--- config.mk ---
export PLATFORM = sky130hd
export DESIGN_NAME = tetris_ctrl
export DESIGN_NICKNAME = d
export VERILOG_FILES = /design/src/rtl/tetris_pkg.sv /design/src/rtl/btn_edge.sv /design/src/rtl/tetris_ctrl.sv
export SDC_FILE = /design/constraint.sdc
export NUM_CORES = 1
export LEC_CHECK = 0
export ABC_CLOCK_PERIOD_IN_PS = 1520
export BUFFER_PORTS_ARGS = -buffer_cell sky130_fd_sc_hd__buf_2
export CELL_PAD_IN_SITES_DETAIL_PLACEMENT = 1
export CELL_PAD_IN_SITES_GLOBAL_PLACEMENT = 1
export CORE_MARGIN = 10
export CORE_UTILIZATION = 34
export DETAILED_ROUTE_END_ITERATION = 10
export PLACE_DENSITY_LB_ADDON = 0.1
export SLEW_MARGIN = 25
export SYNTH_ARGS = -nofsm -noshare
export SYNTH_HDL_FRONTEND = slang
export SYNTH_SLANG_ARGS = --single-unit
--- constraint.sdc ---
create_clock -name clka -period 1.52 [get_ports clka]
set_input_delay 0.228 -clock clka [delete_from_list [all_inputs] [get_ports clka]]
set_output_delay 0.228 -clock clka [all_outputs]
set_load 0.01 [all_outputs]
--- src/rtl/tetris_pkg.sv ---
// Shared state/move encodings and datapath widths for the tetris game controller.
package tetris_pkg;

  localparam int unsigned BoardW = 32;
  localparam int unsigned LocW   = 5;

  typedef enum logic [2:0] {
    StGen      = 3'd0,
    StMove     = 3'd1,
    StLand     = 3'd2,
    StClear    = 3'd3,
    StNewBoard = 3'd4,
    StGameOver = 3'd5
  } state_e;

  typedef enum logic [1:0] {
    MvNone  = 2'd0,
    MvLeft  = 2'd1,
    MvRight = 2'd2,
    MvRot   = 2'd3
  } move_e;

endpackage

--- src/rtl/btn_edge.sv ---
// Registers one raw button level and flags its rising edge in the same cycle.
module btn_edge (
  input  logic clk_i,
  input  logic rst_ni,
  input  logic level_i,
  output logic edge_o
);

  logic level_q;

  always_ff @(posedge clk_i or negedge rst_ni) begin
    if (!rst_ni) begin
      level_q <= 1'b0;
    end else begin
      level_q <= level_i;
    end
  end

  assign edge_o = level_i & ~level_q;

endmodule

--- src/rtl/tetris_ctrl.sv ---
// Game sequencer: tick divider, game FSM, button move buffer and registered
// feedback copies of the datapath board/location/rotation/piece.
module tetris_ctrl
  import tetris_pkg::*;
#(
  parameter int unsigned TICK_DIV = 4,
  parameter int unsigned CNT_W    = 8
) (
  input  logic              clka,
  input  logic              restart,
  input  logic              btn_left,
  input  logic              btn_right,
  input  logic              btn_rotate,
  input  logic              btn_start,
  input  logic              touched,
  input  logic              error_in,
  input  logic [BoardW-1:0] dp_board,
  input  logic [LocW-1:0]   dp_location,
  input  logic [1:0]        dp_rotation,
  input  logic [1:0]        dp_piece,
  output logic [2:0]        state,
  output logic [2:0]        old_state,
  output logic [1:0]        move,
  output logic [BoardW-1:0] board_q,
  output logic [LocW-1:0]   location_q,
  output logic [1:0]        rotation_q,
  output logic [1:0]        piece_q,
  output logic              tick,
  output logic [CNT_W-1:0]  piece_count,
  output logic              game_over
);

  localparam logic [7:0] TickMax = 8'(TICK_DIV - 1);

  logic [7:0]        tick_cnt_q, tick_cnt_d;
  state_e            state_q, state_d;
  state_e            old_state_q, old_state_d;
  move_e             pend_q, pend_d;
  logic              start_q, start_d;
  logic [BoardW-1:0] board_d;
  logic [LocW-1:0]   location_d;
  logic [1:0]        rotation_d, piece_d;
  logic [CNT_W-1:0]  count_q, count_d;
  logic              left_edge, right_edge, rot_edge, start_edge, start_seen;
  logic [BoardW-1:0] board_r;
  logic [LocW-1:0]   location_r;
  logic [1:0]        rotation_r, piece_r;

  btn_edge u_edge_left (
    .clk_i  (clka),
    .rst_ni (restart),
    .level_i(btn_left),
    .edge_o (left_edge)
  );

  btn_edge u_edge_right (
    .clk_i  (clka),
    .rst_ni (restart),
    .level_i(btn_right),
    .edge_o (right_edge)
  );

  btn_edge u_edge_rot (
    .clk_i  (clka),
    .rst_ni (restart),
    .level_i(btn_rotate),
    .edge_o (rot_edge)
  );

  btn_edge u_edge_start (
    .clk_i  (clka),
    .rst_ni (restart),
    .level_i(btn_start),
    .edge_o (start_edge)
  );

  assign tick       = (tick_cnt_q == TickMax);
  assign start_seen = start_q | start_edge;

  always_comb begin
    tick_cnt_d  = tick ? 8'd0 : tick_cnt_q + 8'd1;
    state_d     = state_q;
    old_state_d = old_state_q;
    pend_d      = pend_q;
    board_d     = board_r;
    location_d  = location_r;
    rotation_d  = rotation_r;
    piece_d     = piece_r;
    count_d     = count_q;
    start_d     = (state_q == StGameOver) ? start_seen : 1'b0;

    // One-deep move slot: a full slot drains on the tick, an empty one accepts
    // the highest-priority edge (including an edge landing on the tick itself).
    if (state_q != StMove) begin
      pend_d = MvNone;
    end else if (tick && (pend_q != MvNone)) begin
      pend_d = MvNone;
    end else if (pend_q == MvNone) begin
      if (rot_edge) begin
        pend_d = MvRot;
      end else if (right_edge) begin
        pend_d = MvRight;
      end else if (left_edge) begin
        pend_d = MvLeft;
      end
    end

    if (tick) begin
      old_state_d = state_q;
      case (state_q)
        StNewBoard: begin
          board_d    = '0;
          rotation_d = '0;
          piece_d    = '0;
          state_d    = StGen;
        end
        StGen: begin
          piece_d    = dp_piece;
          location_d = dp_location;
          rotation_d = dp_rotation;
          state_d    = StMove;
        end
        StMove: begin
          location_d = dp_location;
          rotation_d = dp_rotation;
          board_d    = dp_board;
          if (touched) begin
            state_d = StLand;
          end
        end
        StLand: begin
          board_d = dp_board;
          if (count_q != {CNT_W{1'b1}}) begin
            count_d = count_q + {{(CNT_W-1){1'b0}}, 1'b1};
          end
          state_d = StClear;
        end
        StClear: begin
          board_d = dp_board;
          state_d = error_in ? StGameOver : StGen;
        end
        StGameOver: begin
          if (start_seen) begin
            state_d = StNewBoard;
            start_d = 1'b0;
          end
        end
        default: state_d = StNewBoard;
      endcase
    end
  end

  always_ff @(posedge clka or negedge restart) begin
    if (!restart) begin
      tick_cnt_q  <= 8'd0;
      state_q     <= StNewBoard;
      old_state_q <= StNewBoard;
      pend_q      <= MvNone;
      start_q     <= 1'b0;
      board_r     <= '0;
      location_r  <= '0;
      rotation_r  <= '0;
      piece_r     <= '0;
      count_q     <= '0;
    end else begin
      tick_cnt_q  <= tick_cnt_d;
      state_q     <= state_d;
      old_state_q <= old_state_d;
      pend_q      <= pend_d;
      start_q     <= start_d;
      board_r     <= board_d;
      location_r  <= location_d;
      rotation_r  <= rotation_d;
      piece_r     <= piece_d;
      count_q     <= count_d;
    end
  end

  assign state       = state_q;
  assign old_state   = old_state_q;
  assign move        = (state_q == StMove) ? pend_q : MvNone;
  assign board_q     = board_r;
  assign location_q  = location_r;
  assign rotation_q  = rotation_r;
  assign piece_q     = piece_r;
  assign piece_count = count_q;
  assign game_over   = (state_q == StGameOver);

endmodule

Word-level counts from Yosys, hierarchy flattened
Index checks and enable logic that the tools add are counted.
{ "totals": {"latchBits": 0, "rom_bits": 0, "output_inout_bits": 59, "inputBits": 49, "word_cells": 72, "regBits": 70, "n_memories": 0, "ram_bits": 0} }
{ "op_classes": {"muxes": 19, "mul": 0, "n_eq_ne": 10, "reduce_logical": 18, "addsub": 2, "bitwise": 9, "div": 0, "order_cmp": 0, "shifts": 0} }
{ "ops": {"columns": ["op", "n"], "rows": [
  ["$pmux W32 S2", 1],
  ["$pmux W3 S6", 1],
  ["$add A8 B1 Y8 const B", 2],
  ["$mux W2", 7],
  ["$reduce_and A2 Y1", 5],
  ["$mux W3", 3],
  ["$eq A8 B2 Y1 const B", 1],
  ["$mux W8", 1],
  ["$ne A8 B8 Y1 const B", 1],
  ["$pmux W2 S2", 2],
  ["$reduce_bool A2 Y1", 4],
  ["$eq A3 B2 Y1 const B", 2],
  ["$eq A3 B3 Y1 const B", 2],
  ["$reduce_and A3 Y1", 2],
  ["$reduce_bool A5 Y1", 1],
  ["$and A1 B1 Y1", 4],
  ["$mux W1", 4],
  ["$not A1 Y1", 4],
  ["$eq A3 B1 Y1 const B", 1],
  ["$logic_not A3 Y1", 1],
  ["$ne A3 B1 Y1 const B", 1],
  ["$reduce_bool A3 Y1", 1],
  ["$reduce_or A3 Y1", 1],
  ["$logic_not A2 Y1", 1],
  ["other kinds (5)", 5]
]} }

Depth between registers and ports, before layout
Gate-level depths: netlist of run 1.
{ "logic_depth": {"ltp_word": 8, "mapped_depth": 6, "mapped_depth_nobuf": 5} }

Hierarchy
Synthesis of run 1 repeated with hierarchy kept, for this count alone.
{ "hier_totals": {"hier_cells": 225, "area_unflattened_um2": 2927.8} }
{ "modules_own_cells": {"columns": ["mod", "area_each_um2", "seq_area_each_um2", "n_inst", "cells_each"], "rows": [
  ["tetris_ctrl", 2772.7, 1654.1, 1, 217],
  ["btn_edge", 38.8, 25.0, 4, 2]
]} }

Least setup slack after synthesis of run 1
Ideal clock, no wire load.
{ "synth_timing": {"path_kind": "reg-to-reg", "start": "register tick_cnt_q[4]", "end": "register location_r[0] (netlist: location_q[0])", "path_stages_with_launch": 5, "period_less_slack_ps": 1666, "required_time_ps": 1395, "setup_ps": 125, "slack_ps": -146, "arrival_time_ps": 1541, "path_buffers": 0, "path_cell_list": "dfrtp_1 -> nor4_4 -> nand3_2 -> nor3_4 -> mux2_2"} }
{ "synth_between": {"elab_chain_cells": 2} }
{ "synth_lines": {"columns": ["item", "line_no", "rtl"], "rows": [
  ["start, declared", "tetris_ctrl.sv:35", "logic [7:0] tick_cnt_q, tick_cnt_d;"],
  ["start signal, assigned", "tetris_ctrl.sv:166", "tick_cnt_q <= tick_cnt_d;"],
  ["$eq A8 B2 Y1", "tetris_ctrl.sv:77", "assign tick = (tick_cnt_q == TickMax);"],
  ["$reduce_and A2 Y1 (no line)", null, null],
  ["end signal, assigned", "tetris_ctrl.sv:172", "location_r <= location_d;"],
  ["end, declared", "tetris_ctrl.sv:46", "logic [LocW-1:0] location_r;"]
]} }
No other way between the ends.
A chain may end at the register's enable or synchronous reset.

Final worst setup path of run 1
{ "layout_timing": {"start": "register tick_cnt_q[4]", "end": "register count_q[4] (netlist: piece_count[4])"} }
{ "layout_between": {"elab_chain_cells": 2} }
{ "layout_lines": {"columns": ["item", "line_no", "rtl"], "rows": [
  ["$eq A8 B2 Y1", "tetris_ctrl.sv:77", null],
  ["$reduce_and A3 Y1 (no line)", null, null],
  ["end signal, assigned", "tetris_ctrl.sv:175", "count_q <= count_d;"],
  ["end, declared", "tetris_ctrl.sv:43", "logic [CNT_W-1:0] count_q, count_d;"]
]} }
No other way between the ends.

==> metrics, run 1 <==
Post-Synthesis Cells=218; worst-margin pin slew=~450 ps; Iter 0 DRT Violations=59; Ys Warns=0; Layout Area Growth over Synthesis=56.0%; Netlist cell types=38; peak supply drop=771 uV; final core utilization=54.1%; Avg WL per Cell=approximately 18 um; GPL Wtd Cong=0.720; final setup vio count=60; via/cell ratio=4.85; IO Count=108; number of synthesized flops with an enable pin=0; Detailed Routing Iterations Pass 1=4; CTS tree=done; initial antenna violation count=0; vias in the first global route=2681; Primary FF master, synth=dfrtp_1; Worst-Skew Late Latency=about 340 ps; min-delay worst type=in -> reg; status=finished, violations left; Int Power=4.21 mW; Syn Area/Cell=between 10 and 15 um^2; # Max-Cap Violations=0; chip height=approximately 110 um; RSZ-0062 raised after global routing=yes; fin crit share=118%; FF+latch count, synth=70; fraction of layout cells with a size suffix above 1=55.7%; Worst slew margin=between 60% and 70%; Vias=2374; cell depth of the worst hold path=1; Starting Density=a little over a third; final cell count without fillers=489; nets=431; Port Buffers=107; drt total wl=8.75 mm; failing checks=negative setup slack; Num CTS Buffers=9; most common cell after layout, fill and taps aside=buf_2; Netlist Area Pre-Place=around 2800 um^2; Critical path origin=tick_cnt_q[4]$_DFF_PN0_; Post-Place Cells=451; DP Wirelength=between 5 and 6 mm; final worst slack=-270 ps; Tmin final=between 1500 and 2000 ps; GRT Overall Usage=14.2%; Slew Limit Fails=0; remaining routing DRC violations=0; end point of the critical path=piece_count[4]$_DFFE_PN0P_; clk root buf=clkbuf_8; Worst Skew=11.6 ps; Row Count=33; part of the power in combinational logic=a little over a third; FF-to-FF Start=tick_cnt_q[4]$_DFF_PN0_; Max Fclk=559 MHz; r2r setup slk=-270 ps; gr ovfl total=0; H-tree depth=3; largest net degree at the start of global routing=between 70 and 80; first-pass GRT wire length=14.5 mm; Max Fanout on Critical Path=4; Fin. Hold Viols=0; worst r2r path cells=7; Net Sw Frac=33.3%; Seq pwr share=a little over two fifths; Setup Crit Path Kind=reg -> reg; syn nets=269; core footprint=approximately 8100 um^2; capturing point of the worst reg2reg path=piece_count[4]$_DFFE_PN0P_; clock slew at reported path FFs=80 ps; Startpoint Class=register; DIE AREA=12300 um^2; maximum root-to-sink buffer count=2; CP endpoint kind=register; Seq/Total Area, Yosys=62.2%; leakage power=2.27 nW; Synth async-reset ratio=100%; clock network fraction of design power=around 23%; Sw Pwr=2.10 mW; power per cell area=1430 nW/um^2; Filler cells=894; Routed Antenna Nets=0; most frequent cells in the layout=buf_2, dfrtp_1, a22o_1; n_diodes=0; worst path arrival time=2050 ps; CTS Sinks=70; Die Wd=111 um; CP Data Required Time=1780 ps
-- worst max-delay path, cell delays in order, from the launching register on --
cell and delay [ps]:
dfrtp_1 410, nor4_4 360, buf_4 170, nand4_1 100
buf_6 180, buf_12 130, nor4b_4 220, xor2_1 160
-- how the worst min path moves through the flow --
stage,start,endpoint,slack (ps)
finish,btn_left,u_edge_left.level_q$_DFF_PN0_,10
global route,btn_left,u_edge_left.level_q$_DFF_PN0_,6
CTS,btn_left,u_edge_left.level_q$_DFF_PN0_,6
detailed placement,restart,piece_count[5]$_DFFE_PN0P_,290
global placement,restart,piece_count[5]$_DFFE_PN0P_,290
floorplan,restart,board_q[0]$_DFFE_PN0P_,-70
-- what timing repair did --
action,in CTS,in global routing
gates cloned,2,0
resized for setup,44,32
endpoints found under the setup margin,61,60
pin swaps,13,20
hold endpoints to repair,70,1
hold buffers,3,1
setup buffers,15,7
-- Yosys cell counts (4+ instances only) --
cell	count	area share (%)
inv_1	4	0.53
nor2_1	9	1.2
and3_1	4	0.89
nand2_1	15	2.0
a21oi_1	4	0.71
buf_2	5	0.89
a22o_1	34	11
nand3_1	8	1.4
xor2_1	6	1.9
xnor2_1	6	1.9
dfrtp_1	68	60
mux2_2	9	3.6
-- kinds of logic (layout without fill, tap and decap cells) --
group	Yosys count	in the layout	share of synthesized area, %
buffers and inverters	15	181	3.02
DFF	70	70	62.2
and+or+nand+nor	59	59	12.1
adders and majority gates	2	2	0.887
muxes	10	10	3.95
AOI/OAI and AO/OA	50	50	14.2
xor gates and xnor gates	12	12	3.73
-- power groups by stage --
| stage | sequential (mW) | clock [mW] | combinational (mW) |
|---|---|---|---|
| 2_1_floorplan | 2.87 | 0 | 0.711 |
| 3_3_place_gp | 2.63 | 0 | 1.86 |
| 3_5_place_dp | 2.64 | 0 | 1.89 |
| 4_1_cts | 2.62 | 1.50 | 2.17 |
| 5_1_grt | 2.71 | 1.59 | 2.44 |
| 6_report | 2.63 | 1.44 | 2.24 |
-- registers in the layout (all words and copies together), names as in the netlist, 3 cells and up --
register / flops
board_q: 32
piece_count: 8
tick_cnt_q: 8
location_q: 5
old_state: 3
state: 3
-- per-stage QoR --
step	hold slack (ps)	TNS [ps]	power, mW	worst slack, ps	area (um^2)
6_report	12.3	-10490	6.31	-270	4400
5_1_grt	5.72	-15720	6.74	-359	4400
4_1_cts	6.49	-11900	6.29	-295	4290
3_5_place_dp	287	-10380	4.53	-257	3700
3_3_place_gp	287	-7330	4.49	-186	3700
2_1_floorplan	-67.6	-2670	3.58	-143	2860
-- area by class of cell --
cell class | instances | area (um^2) | area share [%]
Clock inverter | 6 | 63.8 | 1.45
Multi-Input combinational cell | 133 | 1200 | 27.2
Clock buffer | 9 | 124 | 2.82
Inverter | 5 | 23.8 | 0.540
Timing Repair Buffer | 161 | 1100 | 25.1
Sequential cell | 70 | 1750 | 39.9
Tap cell | 105 | 131 | 2.99
-- layer usage --
metal | vias up | wire length, um | GRT usage, %
met3 | 11 | 571 | 5.25
met5 | - | 0 | 0
met2 | 71 | 4290 | 23.2
li1 | 1115 | - | -
met4 | 0 | 100 | 4.88
met1 | 1177 | 3790 | 16.8
(Power assumes the default switching activity.)
==> run 2: changes to the inputs <==
Settings changed: ABC_CLOCK_PERIOD_IN_PS 1520 to 1560, SETUP_SLACK_MARGIN set to 0.02.
Clock period 1.52 ns to 1.56 ns, I/O delays scaled along.
==> metrics, run 2 (same netlist as run 1, synthesis figures left out) <==
status=finished, violations left; failing checks=negative setup slack; Worst Skew=9.45 ps (-2.14 ps); DIE AREA=12300 um^2 (unchanged); largest net degree at the start of global routing=71 (unchanged); remaining routing DRC violations=0 (unchanged); Layout Area Growth over Synthesis=60.1%; Routed Antenna Nets=0 (unchanged); final core utilization=55.5% (+1.4 points); DP Wirelength=5.88 mm (-0.39%); power per cell area=1520 nW/um^2 (+5.7%); drt total wl=9.12 mm (+4.2%); GRT Overall Usage=14.9% (+0.73 points); Max Fanout on Critical Path=4 (unchanged); Iter 0 DRT Violations=86 (+46%); initial antenna violation count=0 (unchanged); most common cell after layout, fill and taps aside=buf_2; worst-margin pin slew=602 ps (+148 ps); register area=1750 um^2 (unchanged); Tmin final=1780 ps (-7.52 ps); Setup Crit Path Kind=reg -> reg; clk root buf=clkbuf_8; Startpoint Class=register; CP Data Required Time=1790 ps (about the same); Die Wd=111 um (unchanged); H-tree depth=3 (unchanged); Worst slew margin=59.6% (-9.9 points); vias in the first global route=2711 (+1.1%); n_diodes=0 (unchanged); nets=434 (+0.70%); most frequent cells in the layout=buf_2, dfrtp_1, a22o_1; Max Fclk=561 MHz (+0.42%); Port Buffers=107 (unchanged); Vias=2425 (+2.1%); CP endpoint kind=register; final setup vio count=59 (-1.7%); fraction of layout cells with a size suffix above 1=55.2% (-0.57 points); post-route setup TNS=-8780 ps (+1710 ps); GPL Wtd Cong=0.730 (+1.3%); Avg WL per Cell=18.5 um (+3.4%); gr ovfl total=0 (unchanged); first-pass GRT wire length=15.1 mm (+4.1%); clock slew at reported path FFs=70 ps (about the same); Row Count=33 (unchanged); peak supply drop=719 uV (-6.8%); Largest register FFs=32 (unchanged); leakage power=2.31 nW (+1.7%); Worst-Skew Late Latency=350 ps (about the same); min-delay worst type=in -> reg; Starting Density=34.7% (unchanged); RSZ-0062 raised after global routing=yes; Design Power=6.85 mW (+8.5%); final worst slack=-223 ps (+47.5 ps); chip height=111 um (unchanged); maximum root-to-sink buffer count=2 (unchanged); Num CTS Buffers=9 (unchanged); worst path arrival time=2010 ps (-40 ps); # Max-Cap Violations=0 (unchanged); CTS tree=done; Filler cells=869 (-2.8%); Slew Limit Fails=0 (unchanged); CTS Sinks=70 (unchanged); fin crit share=114% (-3.5 points); via/cell ratio=4.92 (+1.3%); Detailed Routing Iterations Pass 1=4 (unchanged); IO Count=108 (unchanged); Fin. Hold Viols=0 (unchanged); area occupied by multi-input gates=1180 um^2 (-1.4%); core footprint=8130 um^2 (unchanged)
==> run 2: cell types whose count changed in the layout (fill, tap and decap cells not counted), moves of 2 or more <==
cell / change
a21oi_4: -2
nand2_2: -3
a21oi_2: +2
clkinv_2: -2
buf_6: +3
bufinv_16: +3
nand2_1: +3
inv_6: +2
==> run 2: worst max-delay path, cell delays in order, from the launching register on <==
cell and delay [ps]:
dfrtp_1 410, nor4_4 370, nand3_4 140, buf_6 160
buf_8 110, a211o_1 280, a22o_1 210
==> run 2: what timing repair did <==
action	4_1_cts	5_1_grt
endpoints found under the setup margin	55	65
hold buffers	3	0
pin swaps	10	18
buffers inserted	17	5
gates cloned	4	0
gates resized for setup	54	24
endpoints found under the hold margin	70	0
==> run 2: metrics by stage <==
step | std cells | worst slack, ps | hold WS, ps | area (um^2)
final | 493 | -223 | 15.1 | 4520
after CTS | 492 | -247 | 3.12 | 4470
after detailed placement | 452 | -189 | 309 | 3700
after global routing | 493 | -307 | 3.66 | 4520
after global placement | 452 | -188 | 292 | 3700
after floorplan | 218 | -103 | -61.6 | 2850
==> run 2: power by group <==
group	switching, mW	internal (mW)
registers	0.286	2.29
logic	1.15	1.16
clock network	0.732	1.23
==> run 2: worst paths after layout <==
check | startpoint | to | slack [ps] | cells after the start
setup reg to reg | tick_cnt_q[4]$_DFF_PN0_ | rotation_q[0]$_DFFE_PN0P_ | -220 | 6
hold reg to reg | old_state[2]$_DFFE_PN1N_ | old_state[2]$_DFFE_PN1N_ | 460 | 2
hold / removal | btn_start | u_edge_start.level_q$_DFF_PN0_ | 20 | 1
min in group asynchronous | restart | board_q[24]$_DFFE_PN0P_ | 490 | 3
max in group asynchronous | restart | state[2]$_DFFE_PN1P_ | 740 | 3
setup / recovery | tick_cnt_q[4]$_DFF_PN0_ | rotation_q[0]$_DFFE_PN0P_ | -220 | 6
==> run 2: layout make-up <==
| cell class | instances | area share, % |
|---|---|---|
| clock inverters | 7 | 3.21 |
| multi-input cells | 134 | 26.2 |
| clock buffers | 9 | 2.74 |
| well taps | 105 | 2.91 |
| flip-flops and latches | 70 | 38.8 |
| repair buffers | 163 | 25.5 |
| inverters | 5 | 0.637 |
==> run 2: layer usage <==
layer	up-vias	track usage (%)	part of all wire, %
met4	0	4.63	1.2
li1	1133	-	-
met3	11	5.19	7.0
met2	74	23.2	48
met5	-	0	0
met1	1207	18.9	44
